$ cat src/rtl/psum_buf_pkg.sv
`default_nettype none
// ============================================================================
//  Module      : psum_buf_pkg
//  Description : Shared constants and op encoding for the partial-sum slot
//                buffer controller.
//  Revision    : 1.0 - initial release
// ============================================================================
package psum_buf_pkg;

    localparam int DEPTH = 8;      // slots in the attached buffer
    localparam int AW    = 3;      // slot address width

    // One buffer operation per cycle, chosen combinationally.
    typedef enum logic [1:0] {
        OP_IDLE  = 2'd0,
        OP_WRITE = 2'd1,
        OP_READ  = 2'd2
    } op_e;

    // Buffer pin levels.
    localparam logic c_CEN_ON    = 1'b0;
    localparam logic c_CEN_OFF   = 1'b1;
    localparam logic c_WEN_WRITE = 1'b0;
    localparam logic c_WEN_READ  = 1'b1;

endpackage
`default_nettype wire

$ cat src/rtl/psum_buf_ctrl_if.sv
`default_nettype none
// ============================================================================
//  Module      : psum_buf_ctrl_if
//  Description : Writer, consumer and buffer-pin bundle of psum_buf_ctrl.
//                master = the controller, slave = its environment.
//  Revision    : 1.0 - initial release
// ============================================================================
interface psum_buf_ctrl_if #(
    parameter int DW = 128
);
    import psum_buf_pkg::*;

    logic          wr0_valid;
    logic [DW-1:0] wr0_data;
    logic          wr0_ready;
    logic          wr1_valid;
    logic [DW-1:0] wr1_data;
    logic          wr1_ready;

    logic          out_valid;
    logic          out_ready;
    logic [DW-1:0] out_data;
    logic          out_src;

    logic          sram_CEN;
    logic          sram_WEN;
    logic [AW-1:0] sram_A;
    logic [DW-1:0] sram_D;
    logic [DW-1:0] sram_Q;

    logic [3:0]    count;
    logic          full;
    logic          almost_full;

    modport master (
        input  wr0_valid, wr0_data, wr1_valid, wr1_data, out_ready, sram_Q,
        output wr0_ready, wr1_ready, out_valid, out_data, out_src,
               sram_CEN, sram_WEN, sram_A, sram_D, count, full, almost_full
    );

    modport slave (
        output wr0_valid, wr0_data, wr1_valid, wr1_data, out_ready, sram_Q,
        input  wr0_ready, wr1_ready, out_valid, out_data, out_src,
               sram_CEN, sram_WEN, sram_A, sram_D, count, full, almost_full
    );

endinterface
`default_nettype wire

$ cat src/rtl/psum_out_fifo.sv
`default_nettype none
// ============================================================================
//  Module      : psum_out_fifo
//  Description : Small synchronous FIFO that absorbs buffer read data so the
//                one-cycle read latency is invisible to the consumer.
//  Revision    : 1.0 - initial release
// ============================================================================
module psum_out_fifo #(
    parameter int DEPTH = 3,
    parameter int W     = 129
) (
    input  wire logic                         clk,
    input  wire logic                         rst,
    input  wire logic                         i_push,
    input  wire logic [W-1:0]                 i_push_data,
    input  wire logic                         i_pop,
    output logic      [W-1:0]                 o_head,
    output logic      [$clog2(DEPTH+1)-1:0]   o_count
);
    localparam int c_PW = (DEPTH > 1) ? $clog2(DEPTH) : 1;
    localparam int c_CW = $clog2(DEPTH + 1);

    logic [W-1:0]    r_mem [DEPTH];
    logic [c_PW-1:0] r_wr_ptr;
    logic [c_PW-1:0] r_rd_ptr;
    logic [c_CW-1:0] r_count;
    logic            w_pop;
    logic            w_push;

    // Depth need not be a power of two, so pointers wrap explicitly.
    function automatic logic [c_PW-1:0] ptr_inc(input logic [c_PW-1:0] p);
        return (p == c_PW'(DEPTH - 1)) ? '0 : p + 1'b1;
    endfunction

    assign w_pop  = i_pop && (r_count != '0);
    assign w_push = i_push && ((r_count != c_CW'(DEPTH)) || w_pop);

    // Pointer and occupancy bookkeeping; simultaneous push/pop keeps count.
    always_ff @(posedge clk) begin
        if (rst) begin
            r_wr_ptr <= '0;
            r_rd_ptr <= '0;
            r_count  <= '0;
        end else begin
            if (w_push) r_wr_ptr <= ptr_inc(r_wr_ptr);
            if (w_pop)  r_rd_ptr <= ptr_inc(r_rd_ptr);
            case ({w_push, w_pop})
                2'b10:   r_count <= r_count + 1'b1;
                2'b01:   r_count <= r_count - 1'b1;
                default: r_count <= r_count;
            endcase
        end
    end

    // Storage array carries no reset; occupancy alone says what is valid.
    always_ff @(posedge clk) begin
        if (w_push) r_mem[r_wr_ptr] <= i_push_data;
    end

    assign o_head  = r_mem[r_rd_ptr];
    assign o_count = r_count;

endmodule
`default_nettype wire

$ cat src/rtl/psum_buf_ctrl.sv
`default_nettype none
// ============================================================================
//  Module      : psum_buf_ctrl
//  Description : Two-writer round-robin arbiter and ring sequencer for an
//                8-slot single-port buffer, draining in order to one
//                consumer through a short output queue.
//  Revision    : 1.0 - initial release
// ============================================================================
module psum_buf_ctrl
    import psum_buf_pkg::*;
#(
    parameter int DW       = 128,
    parameter int OQ_DEPTH = 3
) (
    input  wire logic        CLK,
    input  wire logic        rst,
    psum_buf_ctrl_if.master  bus
);
    localparam int c_OCW = $clog2(OQ_DEPTH + 1);

    logic [AW-1:0]    r_wr_ptr;
    logic [AW-1:0]    r_rd_ptr;
    logic [3:0]       r_count;
    logic [DEPTH-1:0] r_src_tag;
    logic             r_rr;
    logic             r_rd_inflight;
    logic             r_inflight_tag;

    op_e              w_op;
    logic             w_grant;
    logic [c_OCW-1:0] w_oq_count;
    logic [c_OCW:0]   w_reserved;
    logic [DW:0]      w_oq_head;
    logic             w_out_valid;

    // Op selection: reads win while the output queue has credit, so the
    // consumer never stalls on a non-empty buffer; writes fill the gaps.
    always_comb begin
        w_reserved = {1'b0, w_oq_count} + {{c_OCW{1'b0}}, r_rd_inflight};
        w_grant    = (bus.wr0_valid && bus.wr1_valid) ? r_rr : bus.wr1_valid;
        w_op       = OP_IDLE;
        if (rst) begin
            w_op = OP_IDLE;
        end else if ((r_count != 4'd0) && (w_reserved < (c_OCW+1)'(OQ_DEPTH))) begin
            w_op = OP_READ;
        end else if ((r_count < 4'(DEPTH)) && (bus.wr0_valid || bus.wr1_valid)) begin
            w_op = OP_WRITE;
        end
    end

    // Buffer pins and write grants follow directly from the chosen op.
    always_comb begin
        bus.sram_CEN  = c_CEN_OFF;
        bus.sram_WEN  = c_WEN_READ;
        bus.sram_A    = '0;
        bus.sram_D    = '0;
        bus.wr0_ready = 1'b0;
        bus.wr1_ready = 1'b0;
        case (w_op)
            OP_WRITE: begin
                bus.sram_CEN  = c_CEN_ON;
                bus.sram_WEN  = c_WEN_WRITE;
                bus.sram_A    = r_wr_ptr;
                bus.sram_D    = w_grant ? bus.wr1_data : bus.wr0_data;
                bus.wr0_ready = !w_grant;
                bus.wr1_ready = w_grant;
            end
            OP_READ: begin
                bus.sram_CEN = c_CEN_ON;
                bus.sram_WEN = c_WEN_READ;
                bus.sram_A   = r_rd_ptr;
            end
            default: ;
        endcase
    end

    // Ring pointers, occupancy, per-slot source tags and read-in-flight flag.
    always_ff @(posedge CLK) begin
        if (rst) begin
            r_wr_ptr       <= '0;
            r_rd_ptr       <= '0;
            r_count        <= '0;
            r_src_tag      <= '0;
            r_rr           <= 1'b0;
            r_rd_inflight  <= 1'b0;
            r_inflight_tag <= 1'b0;
        end else begin
            r_rd_inflight <= (w_op == OP_READ);
            case (w_op)
                OP_WRITE: begin
                    r_src_tag[r_wr_ptr] <= w_grant;
                    r_wr_ptr            <= r_wr_ptr + 1'b1;
                    r_count             <= r_count + 4'd1;
                    r_rr                <= ~w_grant;
                end
                OP_READ: begin
                    r_inflight_tag <= r_src_tag[r_rd_ptr];
                    r_rd_ptr       <= r_rd_ptr + 1'b1;
                    r_count        <= r_count - 4'd1;
                end
                default: ;
            endcase
        end
    end

    // Read data arrives one cycle after issue and is queued with its tag.
    psum_out_fifo #(
        .DEPTH (OQ_DEPTH),
        .W     (DW + 1)
    ) u_out_fifo (
        .clk         (CLK),
        .rst         (rst),
        .i_push      (r_rd_inflight),
        .i_push_data ({r_inflight_tag, bus.sram_Q}),
        .i_pop       (w_out_valid && bus.out_ready),
        .o_head      (w_oq_head),
        .o_count     (w_oq_count)
    );

    assign w_out_valid     = (w_oq_count != '0);
    assign bus.out_valid   = w_out_valid;
    assign bus.out_data    = w_out_valid ? w_oq_head[DW-1:0] : '0;
    assign bus.out_src     = w_out_valid ? w_oq_head[DW] : 1'b0;
    assign bus.count       = r_count;
    assign bus.full        = (r_count == 4'd8);
    assign bus.almost_full = (r_count == 4'd7);

endmodule
`default_nettype wire

$ cat src/flat_wrapper.sv
// flat-port wrapper written by rule: the top's interface ports become plain ports
module psum_buf_ctrl_flat import psum_buf_pkg::*;
#(
    parameter int DW       = 128,
    parameter int OQ_DEPTH = 3
)
  (CLK, rst, bus_wr0_valid, bus_wr0_data, bus_wr1_valid, bus_wr1_data, bus_out_ready, bus_sram_Q, bus_wr0_ready, bus_wr1_ready, bus_out_valid, bus_out_data, bus_out_src, bus_sram_CEN, bus_sram_WEN, bus_sram_A, bus_sram_D, bus_count, bus_full, bus_almost_full);
  psum_buf_ctrl_if #(.DW(DW)) bus_i ();
  input  wire logic CLK;
  input  wire logic rst;
  input wire logic [$bits(bus_i.wr0_valid)-1:0] bus_wr0_valid;
  input wire logic [$bits(bus_i.wr0_data)-1:0] bus_wr0_data;
  input wire logic [$bits(bus_i.wr1_valid)-1:0] bus_wr1_valid;
  input wire logic [$bits(bus_i.wr1_data)-1:0] bus_wr1_data;
  input wire logic [$bits(bus_i.out_ready)-1:0] bus_out_ready;
  input wire logic [$bits(bus_i.sram_Q)-1:0] bus_sram_Q;
  output wire logic [$bits(bus_i.wr0_ready)-1:0] bus_wr0_ready;
  output wire logic [$bits(bus_i.wr1_ready)-1:0] bus_wr1_ready;
  output wire logic [$bits(bus_i.out_valid)-1:0] bus_out_valid;
  output wire logic [$bits(bus_i.out_data)-1:0] bus_out_data;
  output wire logic [$bits(bus_i.out_src)-1:0] bus_out_src;
  output wire logic [$bits(bus_i.sram_CEN)-1:0] bus_sram_CEN;
  output wire logic [$bits(bus_i.sram_WEN)-1:0] bus_sram_WEN;
  output wire logic [$bits(bus_i.sram_A)-1:0] bus_sram_A;
  output wire logic [$bits(bus_i.sram_D)-1:0] bus_sram_D;
  output wire logic [$bits(bus_i.count)-1:0] bus_count;
  output wire logic [$bits(bus_i.full)-1:0] bus_full;
  output wire logic [$bits(bus_i.almost_full)-1:0] bus_almost_full;
  assign bus_i.wr0_valid = bus_wr0_valid;
  assign bus_i.wr0_data = bus_wr0_data;
  assign bus_i.wr1_valid = bus_wr1_valid;
  assign bus_i.wr1_data = bus_wr1_data;
  assign bus_i.out_ready = bus_out_ready;
  assign bus_i.sram_Q = bus_sram_Q;
  assign bus_wr0_ready = bus_i.wr0_ready;
  assign bus_wr1_ready = bus_i.wr1_ready;
  assign bus_out_valid = bus_i.out_valid;
  assign bus_out_data = bus_i.out_data;
  assign bus_out_src = bus_i.out_src;
  assign bus_sram_CEN = bus_i.sram_CEN;
  assign bus_sram_WEN = bus_i.sram_WEN;
  assign bus_sram_A = bus_i.sram_A;
  assign bus_sram_D = bus_i.sram_D;
  assign bus_count = bus_i.count;
  assign bus_full = bus_i.full;
  assign bus_almost_full = bus_i.almost_full;
  psum_buf_ctrl #(.DW(DW), .OQ_DEPTH(OQ_DEPTH)) u_core (.CLK(CLK), .rst(rst), .bus(bus_i));
endmodule
$ cat config.mk
export PLATFORM = sky130hd
export DESIGN_NAME = psum_buf_ctrl_flat
export DESIGN_NICKNAME = d
export VERILOG_FILES = /design/src/rtl/psum_buf_pkg.sv /design/src/rtl/psum_buf_ctrl_if.sv /design/src/rtl/psum_out_fifo.sv /design/src/rtl/psum_buf_ctrl.sv /design/src/flat_wrapper.sv
export SDC_FILE = /design/constraint.sdc
export NUM_CORES = 1
export LEC_CHECK = 0
export ABC_AREA = 0
export BUFFER_PORTS_ARGS = -buffer_cell sky130_fd_sc_hd__buf_2
export CORE_AREA = 2 2 254 256
export CTS_BUF_LIST = sky130_fd_sc_hd__clkbuf_2
export DETAILED_ROUTE_END_ITERATION = 7
export DIE_AREA = 0 0 256 258
export PLACE_DENSITY = 0.61
export SYNTH_ARGS = -nofsm -noshare
export SYNTH_HDL_FRONTEND = slang
export SYNTH_SLANG_ARGS = --single-unit
export TNS_END_PERCENT = 50
$ cat constraint.sdc
create_clock -name CLK -period 30.5 [get_ports CLK]
set_input_delay 1.525 -clock CLK [delete_from_list [all_inputs] [get_ports CLK]]
set_output_delay 1.525 -clock CLK [all_outputs]
set_load 0.03 [all_outputs]
==> out/metrics.csv, run 1 <==
metric,value,unit
synth_seq_cells,416,
grt_overflow_total,0,
routed_via_density,4.67,
multi_input_area,5380,sq um
clk_transition_reported_paths,100,ps
timing.final.max_slew_violations,0,
worstSetupPathType,flip-flop to output port,
netlist_area,18100,sq um
grt_max_degree,104,
power,1.52,mW
route.detailed.drc,0,
crit_family,buffers and inverters,
dieArea,66000,sq um
row_count,93,
clockBufferDepth,3,
yosysUniqueCellTypes,43,
tightestPinTransition,1110,ps
htreeDepth,3,
maxCapViolCount,0,
min_from,u_core.r_src_tag[6],
cts_sinks,416,
finClkSkew,136,ps
cts_tree,built,
wl,76100,um
syn2layout_area_growth,27.4,%
p_leak,9.53,nW
place.gp.congestion,1.05,
startpoint_type,flip-flop,
drive_gt1_frac,0.369,
die_w,256,um
combPwrFrac,0.319,
min_period,6080,ps
clockRootBuffer,clkbuf_2,
met1_usage,0.246,
status,completed,
required,28980,ps
routedWlPerCell,24.0,um
nFillCells,6600,
ir_drop,0.0364,mV
seq_power_share,0.451,
p_per_area,65.8,nW/um^2
drtIter0Drc,879,
grt_pass1_wl,106000,um
use_met2,0.395,
fp.dieH,258,um
reg2reg_from,u_core.r_rd_inflight,
antenna_found_initial,45,
yosysSeqAreaShare,0.675,
syn_inst,1555,
num_vias,14800,
slowest_stage,buf_4,
worstPathCellList,"ha_1, ha_1, a21o_1, o221a_2, ha_1, inv_4, buf_4, a21oi_1, buf_2",
busiest_layer,met2,
grt_use_met3,0.0716,
netSwitchingFraction,0.390,
path_max_fanout,103,
port_buffers,659,
grtUsageTotal,0.224,
cp_common_cell,ha_1,
post_cts_buffers,0,
slowest_delay,860,ps
cp-startpoint,u_core.u_out_fifo.o_count[0],
slew_headroom,0.262,
power_frac_clock,0.230,
final_cell_mix,"659 x buf_2, 387 x edfxtp_1, 285 x nor2_1, 270 x a21oi_1, 266 x nand2_1",
grt_pass1_vias,15100,
final.setup.tns,0,ps
final_common_cell,buf_2,
dp_hpwl,58200,um
internal_power,924,uW
fmax,165,MHz
dr.pass1.iters,5,
insertion_delay,1180,ps
crit_arrival,4550,ps
drtAntennaViolNets,0,
synth.net_count,1953,
syn_area_per_cell,11.6,sq um
rsz0062_at_grt,false,
core,63600,sq um
finalSetupViolations,0,
start_util,0.284,
hold_viol_final,0,
cp.buffers_inverters,3,
cts_hold_buf,0,
nets,2622,
crit_path_end_kind,output port,
regArea,12200,sq um
ios,660,
cts_buffers,100,
post-route-period-util,0.199,
yosys_warnings,0,
hp-class,flip-flop to flip-flop,
switchingPower,592,uW
cts_resized,0,
==> final cells by class <==
cell class / instances / area share
Sequential cell: 416 / 0.530
Multi-Input combinational cell: 1021 / 0.233
Timing Repair Buffer: 676 / 0.149
Tap cell: 855 / 0.0464
Clock buffer: 144 / 0.0313
Clock inverter: 29 / 0.00652
Antenna cell: 19 / 0.00206
Inverter: 9 / 0.00179
==> tightest hold or removal path, delay by kind of cell, from the launching register on <==
family | cells | cell delay (ps)
compound gates | 2 | 140
flops | 1 | 320
==> stage by stage <==
stage | cells | hold slack (ps) | utilization | setup slack (ps) | cell area (sq um)
final | 3169 | 495 | 0.362 | 24420 | 23000
after CTS | 3150 | 369 | 0.361 | 24320 | 23000
after floorplan | 1555 | 444 | - | 15660 | 18100
after global placement | 2977 | 460 | 0.348 | 24930 | 22100
after detailed placement | 2977 | 462 | 0.348 | 24760 | 22100
after global routing | 3164 | 380 | 0.362 | 24030 | 23000
==> path summary, 6_finish.rpt <==
path | endpoint | slack, ps | cells after the start
max | bus_sram_D[90] | 24420 | 9
min | u_core.r_src_tag[6] | 500 | 2
min reg2reg | u_core.r_src_tag[6] | 500 | 2
max reg2reg | u_core.u_out_fifo.r_mem[0][20] | 27060 | 4
==> sequential cells by signal, indices dropped and copies added (netlist names), named ones only <==
signal and count:
u_core.u_out_fifo.r_mem 387, u_core.r_src_tag 8, u_core.bus.count 4, u_core.r_rd_ptr 3, u_core.r_wr_ptr 3, u_core.u_out_fifo.o_count 2
u_core.u_out_fifo.r_rd_ptr 2, u_core.u_out_fifo.r_wr_ptr 2, u_core.r_inflight_tag 1, u_core.r_rd_inflight 1, u_core.r_rr 1
==> synthesized netlist by cell type <==
master / n / area (sq um)
nand2b_4: 1 / 13.8
nor2b_1: 2 / 12.5
xnor2_1: 2 / 17.5
and2_1: 1 / 6.26
fa_1: 1 / 20.0
nor3b_1: 6 / 45.0
a22oi_1: 1 / 7.51
buf_4: 15 / 113
inv_2: 2 / 7.51
and3_2: 1 / 7.51
inv_1: 7 / 26.3
mux4_2: 2 / 45.0
a21oi_1: 270 / 1350
o221a_2: 1 / 11.3
or3b_4: 1 / 11.3
a211oi_1: 1 / 7.51
mux2_2: 1 / 11.3
a311oi_1: 1 / 8.76
edfxtp_1: 387 / 11600
o21ai_0: 4 / 20.0
nand4_1: 1 / 6.26
ha_1: 8 / 100
nand2b_1: 2 / 12.5
or3_1: 2 / 12.5
and3b_1: 1 / 8.76
o21ai_1: 2 / 10.0
clkbuf_1: 48 / 180
a21o_1: 1 / 7.51
buf_1: 10 / 37.5
nand2_1: 266 / 998
and2b_1: 1 / 7.51
o22ai_1: 2 / 12.5
a21oi_2: 1 / 8.76
nor3_1: 5 / 25.0
buf_2: 36 / 180
and4b_1: 2 / 20.0
xor2_1: 3 / 26.3
mux2i_1: 139 / 1390
nand3_1: 1 / 5.00
dfxtp_1: 29 / 581
nor4_1: 1 / 6.26
a21boi_1: 1 / 7.51
nor2_1: 286 / 1070
==> power groups by stage <==
stage               Sequential [mW]  Combinational [mW]  Clock [mW]
finish                        0.683               0.483       0.349
CTS                           0.683               0.485       0.366
floorplan                     0.708               0.315           0
global placement              0.694               0.478           0
detailed placement            0.696               0.483           0
global route                  0.687               0.520       0.393
==> cells by family (layout without fill, tap and decap cells) <==
| family | Yosys count | after routing | share of synthesized area |
|---|---|---|---|
| compound gates | 285 | 285 | 0.0803 |
| xor+xnor | 5 | 5 | 0.00242 |
| fa+ha+maj | 9 | 9 | 0.00664 |
| buf+inv | 118 | 858 | 0.0301 |
| flops | 416 | 416 | 0.675 |
| mux | 142 | 142 | 0.0801 |
| other cells | 0 | 19 | 0 |
| simple gates | 580 | 580 | 0.126 |
==> metal layers <==
metal  share of wire  vias to the layer above  wire [um]
met1            0.37                     7089      28400
met5         0.00064                        -         49
met4           0.047                        8       3590
met2            0.50                      651      38400
met3           0.075                      156       5680
li1                -                     6885          -
(Power assumes the default switching activity.)
==> run 2, diff against run 1 <==
--- a/config.mk
+++ b/config.mk
@@ -7,11 +7,11 @@
 export LEC_CHECK = 0
 export ABC_AREA = 0
 export BUFFER_PORTS_ARGS = -buffer_cell sky130_fd_sc_hd__buf_2
-export CORE_AREA = 2 2 254 256
+export CORE_AREA = 2 2 257 259
 export CTS_BUF_LIST = sky130_fd_sc_hd__clkbuf_2
 export DETAILED_ROUTE_END_ITERATION = 7
-export DIE_AREA = 0 0 256 258
-export PLACE_DENSITY = 0.61
+export DIE_AREA = 0 0 259 261
+export PLACE_DENSITY = 0.6
 export SYNTH_ARGS = -nofsm -noshare
 export SYNTH_HDL_FRONTEND = slang
 export SYNTH_SLANG_ARGS = --single-unit
==> constraint.sdc (replaced) <==
create_clock -name CLK -period 6.1 [get_ports CLK]
set_input_delay 0.305 -clock CLK [delete_from_list [all_inputs] [get_ports CLK]]
set_output_delay 0.305 -clock CLK [all_outputs]
set_load 0.03 [all_outputs]
==> run 2 against run 1 <==
Net effect: die area increased by 2.3%; critical endpoint is now bus_sram_D[81]; global-route usage decreased by 0.27 points; first-iteration DRC count increased by 18%; critical path type unchanged; utilization increased by 3.4 points; largest power group unchanged; design area increased by 12%; final cell count increased by 8.9%; sequential power increased to 5.0 times the previous value; clock-buffer cell count decreased by 1.
==> out/metrics.csv, run 2 (synthesis results as in run 1) <==
metric,value,unit,change
status,completed,,unchanged
antenna_found_initial,82,,was 45
die_w,259,um,was 256 um
clk_transition_reported_paths,100,ps,about the same
path_max_fanout,86,,was 103
ir_drop,0.146,mV,was 0.0364 mV
dpl-instance-area,22200,sq um,was 22100 sq um
dr.pass1.iters,5,,unchanged
cts_sinks,416,,unchanged
rsz0062_at_grt,false,,unchanged
wl,77800,um,was 76100 um
routed_via_density,4.63,,was 4.67
p_per_area,302,nW/um^2,was 65.8 nW/um^2
power,7.78,mW,was 1.52 mW
min_from,bus_wr1_valid,,was u_core.r_src_tag[6]
hold_viol_final,0,,unchanged
cts_hold_buf,260,,was 0
grt_overflow_total,0,,unchanged
fin_area,25800,sq um,was 23000 sq um
fmax,213,MHz,
route.detailed.drc,0,,unchanged
worstSetupPathType,flip-flop to output port,,unchanged
nFillCells,6504,,was 6600
insertion_delay,1140,ps,was 1180 ps
post-route-period-util,0.769,,
reg2reg_from,u_core.u_out_fifo.o_count[0],,was u_core.r_rd_inflight
finClkSkew,104,ps,was 136 ps
clockRootBuffer,clkbuf_2,,unchanged
grtUsageTotal,0.222,,was 0.224
required,5790,ps,was 28980 ps
clockBufferDepth,3,,unchanged
dp_hpwl,57100,um,was 58200 um
cp-startpoint,u_core.u_out_fifo.o_count[0],,unchanged
cts_tree,built,,unchanged
ios,660,,unchanged
hp-class,primary input to flip-flop,,was flip-flop to flip-flop
grt_pass1_wl,108000,um,was 106000 um
htreeDepth,3,,unchanged
place.gp.congestion,0.982,,was 1.05
rrSetupSlack,2920,ps,was 27060 ps
final_common_cell,buf_2,,unchanged
drtIter0Drc,1037,,was 879
dieArea,67600,sq um,was 66000 sq um
start_util,0.278,,was 0.284
port_buffers,659,,unchanged
post_cts_buffers,0,,unchanged
timing.final.max_slew_violations,0,,unchanged
largest_reg_flops,387,,unchanged
cts_resized,0,,unchanged
min_period,4690,ps,
startpoint_type,flip-flop,,unchanged
final_cell_mix,"659 x buf_2, 387 x edfxtp_1, 285 x nor2_1, 270 x a21oi_1, 266 x nand2_1",,unchanged
slew_headroom,0.243,,was 0.262
maxCapViolCount,0,,unchanged
syn2layout_area_growth,42.4,%,was 27.4%
drtAntennaViolNets,0,,unchanged
finalSetupViolations,0,,unchanged
row_count,94,,was 93
num_vias,16000,,was 14800
crit_arrival,4390,ps,was 4550 ps
final.setup.tns,0,ps,unchanged
fp.dieH,261,um,was 258 um
regMostFlops,u_core.u_out_fifo.r_mem,,unchanged
cts_buffers,105,,was 100
routedWlPerCell,22.6,um,was 24.0 um
grt_max_degree,131,,was 104
p_leak,10.6,nW,was 9.53 nW
nets,2883,,was 2622
tightestPinTransition,1130,ps,was 1110 ps
core,65000,sq um,was 63600 sq um
grt_pass1_vias,16000,,was 15100
drive_gt1_frac,0.330,,was 0.369
crit_path_end_kind,output port,,unchanged
==> run 2: cell types whose count changed in the layout (fill, tap and decap cells not counted), sizes merged, moves of 2 or more <==
cell         previous run  this run
dlygate4sd3             0       260
diode                  19        36
buf                   676       672
clkinvlp                2         0
inv                    11        13
==> run 2: metrics by stage <==
step | setup slack [ps] | util | hold WS [ps] | std cells
global route | 984 | 0.396 | 132 | 3444
global placement | 2740 | 0.341 | 460 | 2982
floorplan | -157 | - | 404 | 1555
CTS | 1290 | 0.395 | 23.3 | 3414
detailed placement | 2540 | 0.341 | 475 | 2982
finish | 1410 | 0.396 | 223 | 3450
==> run 2: area by class of cell <==
cell class / count / area, sq um / area share
inverter: 9 / 41.3 / 0.00160
antenna: 36 / 90.1 / 0.00350
clock buffer: 143 / 716 / 0.0278
clock inverter: 29 / 175 / 0.00680
timing repair buffer: 932 / 6050 / 0.235
sequential: 416 / 12200 / 0.474
tap: 864 / 1080 / 0.0420
multi-input combinational: 1021 / 5390 / 0.209
==> run 2: path summary, 6_finish.rpt <==
kind                               to  cells past startpoint
setup / recovery       bus_sram_D[81]                      9
hold / removal            u_core.r_rr                      5
setup reg to reg  u_core.bus.count[3]                     11
hold reg to reg   u_core.r_src_tag[6]                      2
==> run 2: where the power goes <==
group	switching (mW)	internal, mW	total [mW]	leakage (nW)
clock	1.12	0.688	1.81	0.677
sequential	0.0908	3.33	3.42	3.73
combinational	1.79	0.764	2.56	6.22
total	3.00	4.78	7.78	10.6
==> run 2: worst max-delay path, cell delays in order (launching register included) <==
cell	delay, ps
dfxtp_1	520
ha_1	230
ha_1	240
a21o_1	170
o221a_2	240
ha_1	300
inv_4	670
buf_4	560
a21oi_1	100
buf_2	210
==> run 2: metal layers <==
metal	track usage	wire [um]	up-vias
met1	0.250	29900	7598
met5	0	13	-
li1	-	-	7449
met4	0.122	2700	2
met2	0.376	39500	732
met3	0.0667	5740	188
==> run 3, diff against run 2 <==
==> constraint.sdc (replaced) <==
create_clock -name CLK -period 4.65 [get_ports CLK]
set_input_delay 0.2325 -clock CLK [delete_from_list [all_inputs] [get_ports CLK]]
set_output_delay 0.2325 -clock CLK [all_outputs]
set_load 0.03 [all_outputs]
==> run 3 against run 2 <==
Net effect: combinational power rose by 32%; register-to-register slack got worse by 1400 ps; die area is the same; highest routed layer is now met4; via count fell by 0.61%; clock power rose by 41%; critical path depth unchanged.
==> out/metrics.csv, run 3 (synthesis results as in run 1) <==
metric,value,unit,change
status,completed,,unchanged
clockRootBuffer,clkbuf_2,,unchanged
min_to,u_core.u_out_fifo.r_rd_ptr[0],,was u_core.r_rr
maxCapViolCount,0,,unchanged
place.gp.congestion,1.03,,was 0.982
dieArea,67600,sq um,unchanged
fp.dieH,261,um,unchanged
die_w,259,um,unchanged
hold_depth,5,,unchanged
grt_max_degree,134,,was 131
syn2layout_area_growth,43.6,%,was 42.4%
insertion_delay,1140,ps,about the same
route.detailed.drc,0,,unchanged
fin_area,26000,sq um,was 25800 sq um
worstSetupPathType,flip-flop to output port,,unchanged
final_cells,3461,,was 3450
min_period,4260,ps,
hold_ws,236,ps,was 223 ps
drive_gt1_frac,0.335,,was 0.330
rrSetupSlack,1480,ps,was 2920 ps
antenna_found_initial,55,,was 82
htreeDepth,3,,unchanged
wl,78200,um,was 77800 um
final_common_cell,buf_2,,unchanged
slew_headroom,0.238,,was 0.243
core,65000,sq um,unchanged
num_vias,15900,,was 16000
dpl-instance-area,22300,sq um,was 22200 sq um
p_leak,10.8,nW,was 10.6 nW
grt_pass1_vias,16200,,was 16000
fmax,235,MHz,
ir_drop,0.200,mV,was 0.146 mV
clk_transition_reported_paths,90,ps,was 100 ps
clockBufferDepth,3,,unchanged
start_util,0.278,,unchanged
crit_arrival,4020,ps,was 4390 ps
tightestPinTransition,1140,ps,was 1130 ps
dpl.cell_count,2990,,was 2982
drtIter0Drc,976,,was 1037
final_cell_mix,"659 x buf_2, 387 x edfxtp_1, 285 x nor2_1, 270 x a21oi_1, 266 x nand2_1",,unchanged
timing.final.max_slew_violations,0,,unchanged
r2r_end,u_core.bus.count[3],,unchanged
hp-class,primary input to flip-flop,,unchanged
grtUsageTotal,0.223,,was 0.222
cts_buffers,101,,was 105
required,4420,ps,was 5790 ps
cts_tree,built,,unchanged
reg2reg_from,u_core.u_out_fifo.o_count[0],,unchanged
dr.pass1.iters,6,,was 5
rsz0062_at_grt,false,,unchanged
regMostFlops,u_core.u_out_fifo.r_mem,,unchanged
dp_hpwl,57500,um,was 57100 um
routedWlPerCell,22.6,um,about the same
grt_pass1_wl,109000,um,was 108000 um
port_buffers,659,,unchanged
post-route-period-util,0.916,,
ios,660,,unchanged
drtAntennaViolNets,0,,unchanged
hold_viol_final,0,,unchanged
r2r_cells,11,,unchanged
p_per_area,401,nW/um^2,was 302 nW/um^2
cts_sinks,416,,unchanged
grt_overflow_total,0,,unchanged
finClkSkew,83.1,ps,was 104 ps
power,10.4,mW,was 7.78 mW
largest_reg_flops,387,,unchanged
nets,2891,,was 2883
min_from,bus_out_ready,,was bus_wr1_valid
row_count,94,,unchanged
startpoint_type,flip-flop,,unchanged
post_cts_buffers,0,,unchanged
finalSetupViolations,0,,unchanged
routed_via_density,4.59,,was 4.63
crit_path_end_kind,output port,,unchanged
path_max_fanout,74,,was 86
[run 3: changes by cell type in the layout (fill, tap and decap cells not counted), sizes merged, moves of 3 or more]
cell | previous run | this run
diode | 36 | 18
clkinv | 24 | 35
inv | 13 | 10
dlygate4sd3 | 260 | 264
clkbuf | 143 | 148
buf | 672 | 680
[run 3: routing by layer]
metal	track usage	vias up	wire length, um
li1	-	7462	-
met1	0.243	7555	29300
met2	0.398	651	39900
met3	0.0664	204	5490
met4	0.104	0	3500
met5	0	-	0
[run 3: through the flow]
| step | utilization | setup TNS [ps] | setup WS (ps) |
|---|---|---|---|
| detailed placement | 0.343 | 0 | 1510 |
| CTS | 0.399 | 0 | 229 |
| global placement | 0.343 | 0 | 1600 |
| finish | 0.399 | 0 | 393 |
| global route | 0.399 | 0 | 73.0 |
| floorplan | - | -61900 | -478 |
[run 3: critical path, cell delays in order (launching register included)]
cell     delay [ps]
dfxtp_1         510
ha_1            210
ha_1            220
a21o_1          170
o221a_2         250
ha_1            310
inv_4           520
buf_12          350
a21oi_1          90
buf_2           200
[run 3: final cells by class]
cell class	count	area, sq um
clock inverter	41	265
tap	864	1080
antenna	18	45.0
fill	6502	39100
sequential	416	12200
clock buffer	148	741
inverter	9	41.3
timing repair buffer	944	6200
multi-input combinational	1021	5390
[run 3: worst max path at each step]
| stage | from | endpoint | slack (ps) | depth (start not counted) |
|---|---|---|---|---|
| floorplan | u_core.u_out_fifo.o_count[0] | u_core.u_out_fifo.r_mem[0][0] | -480 | 2 |
| global placement | u_core.u_out_fifo.o_count[0] | u_core.bus.count[3] | 1600 | 11 |
| detailed placement | u_core.u_out_fifo.o_count[0] | u_core.bus.count[3] | 1510 | 11 |
| CTS | u_core.u_out_fifo.o_count[0] | bus_sram_D[94] | 230 | 9 |
| global route | u_core.u_out_fifo.o_count[0] | bus_sram_D[81] | 70 | 9 |
| finish | u_core.u_out_fifo.o_count[0] | bus_sram_D[90] | 390 | 9 |
[run 3: timing repair]
action / 4_1_cts / 5_1_grt
hold buffers: 264 / 0
resized for setup: 0 / 0
hold endpoints to repair: 430 / 0
[run 3: power breakdown]
| part | internal, mW | total, mW | switching, mW |
|---|---|---|---|
| registers | 4.36 | 4.48 | 0.118 |
| clock network | 1.04 | 2.56 | 1.52 |
| logic | 1.03 | 3.39 | 2.36 |
| total | 6.43 | 10.4 | 4.00 |
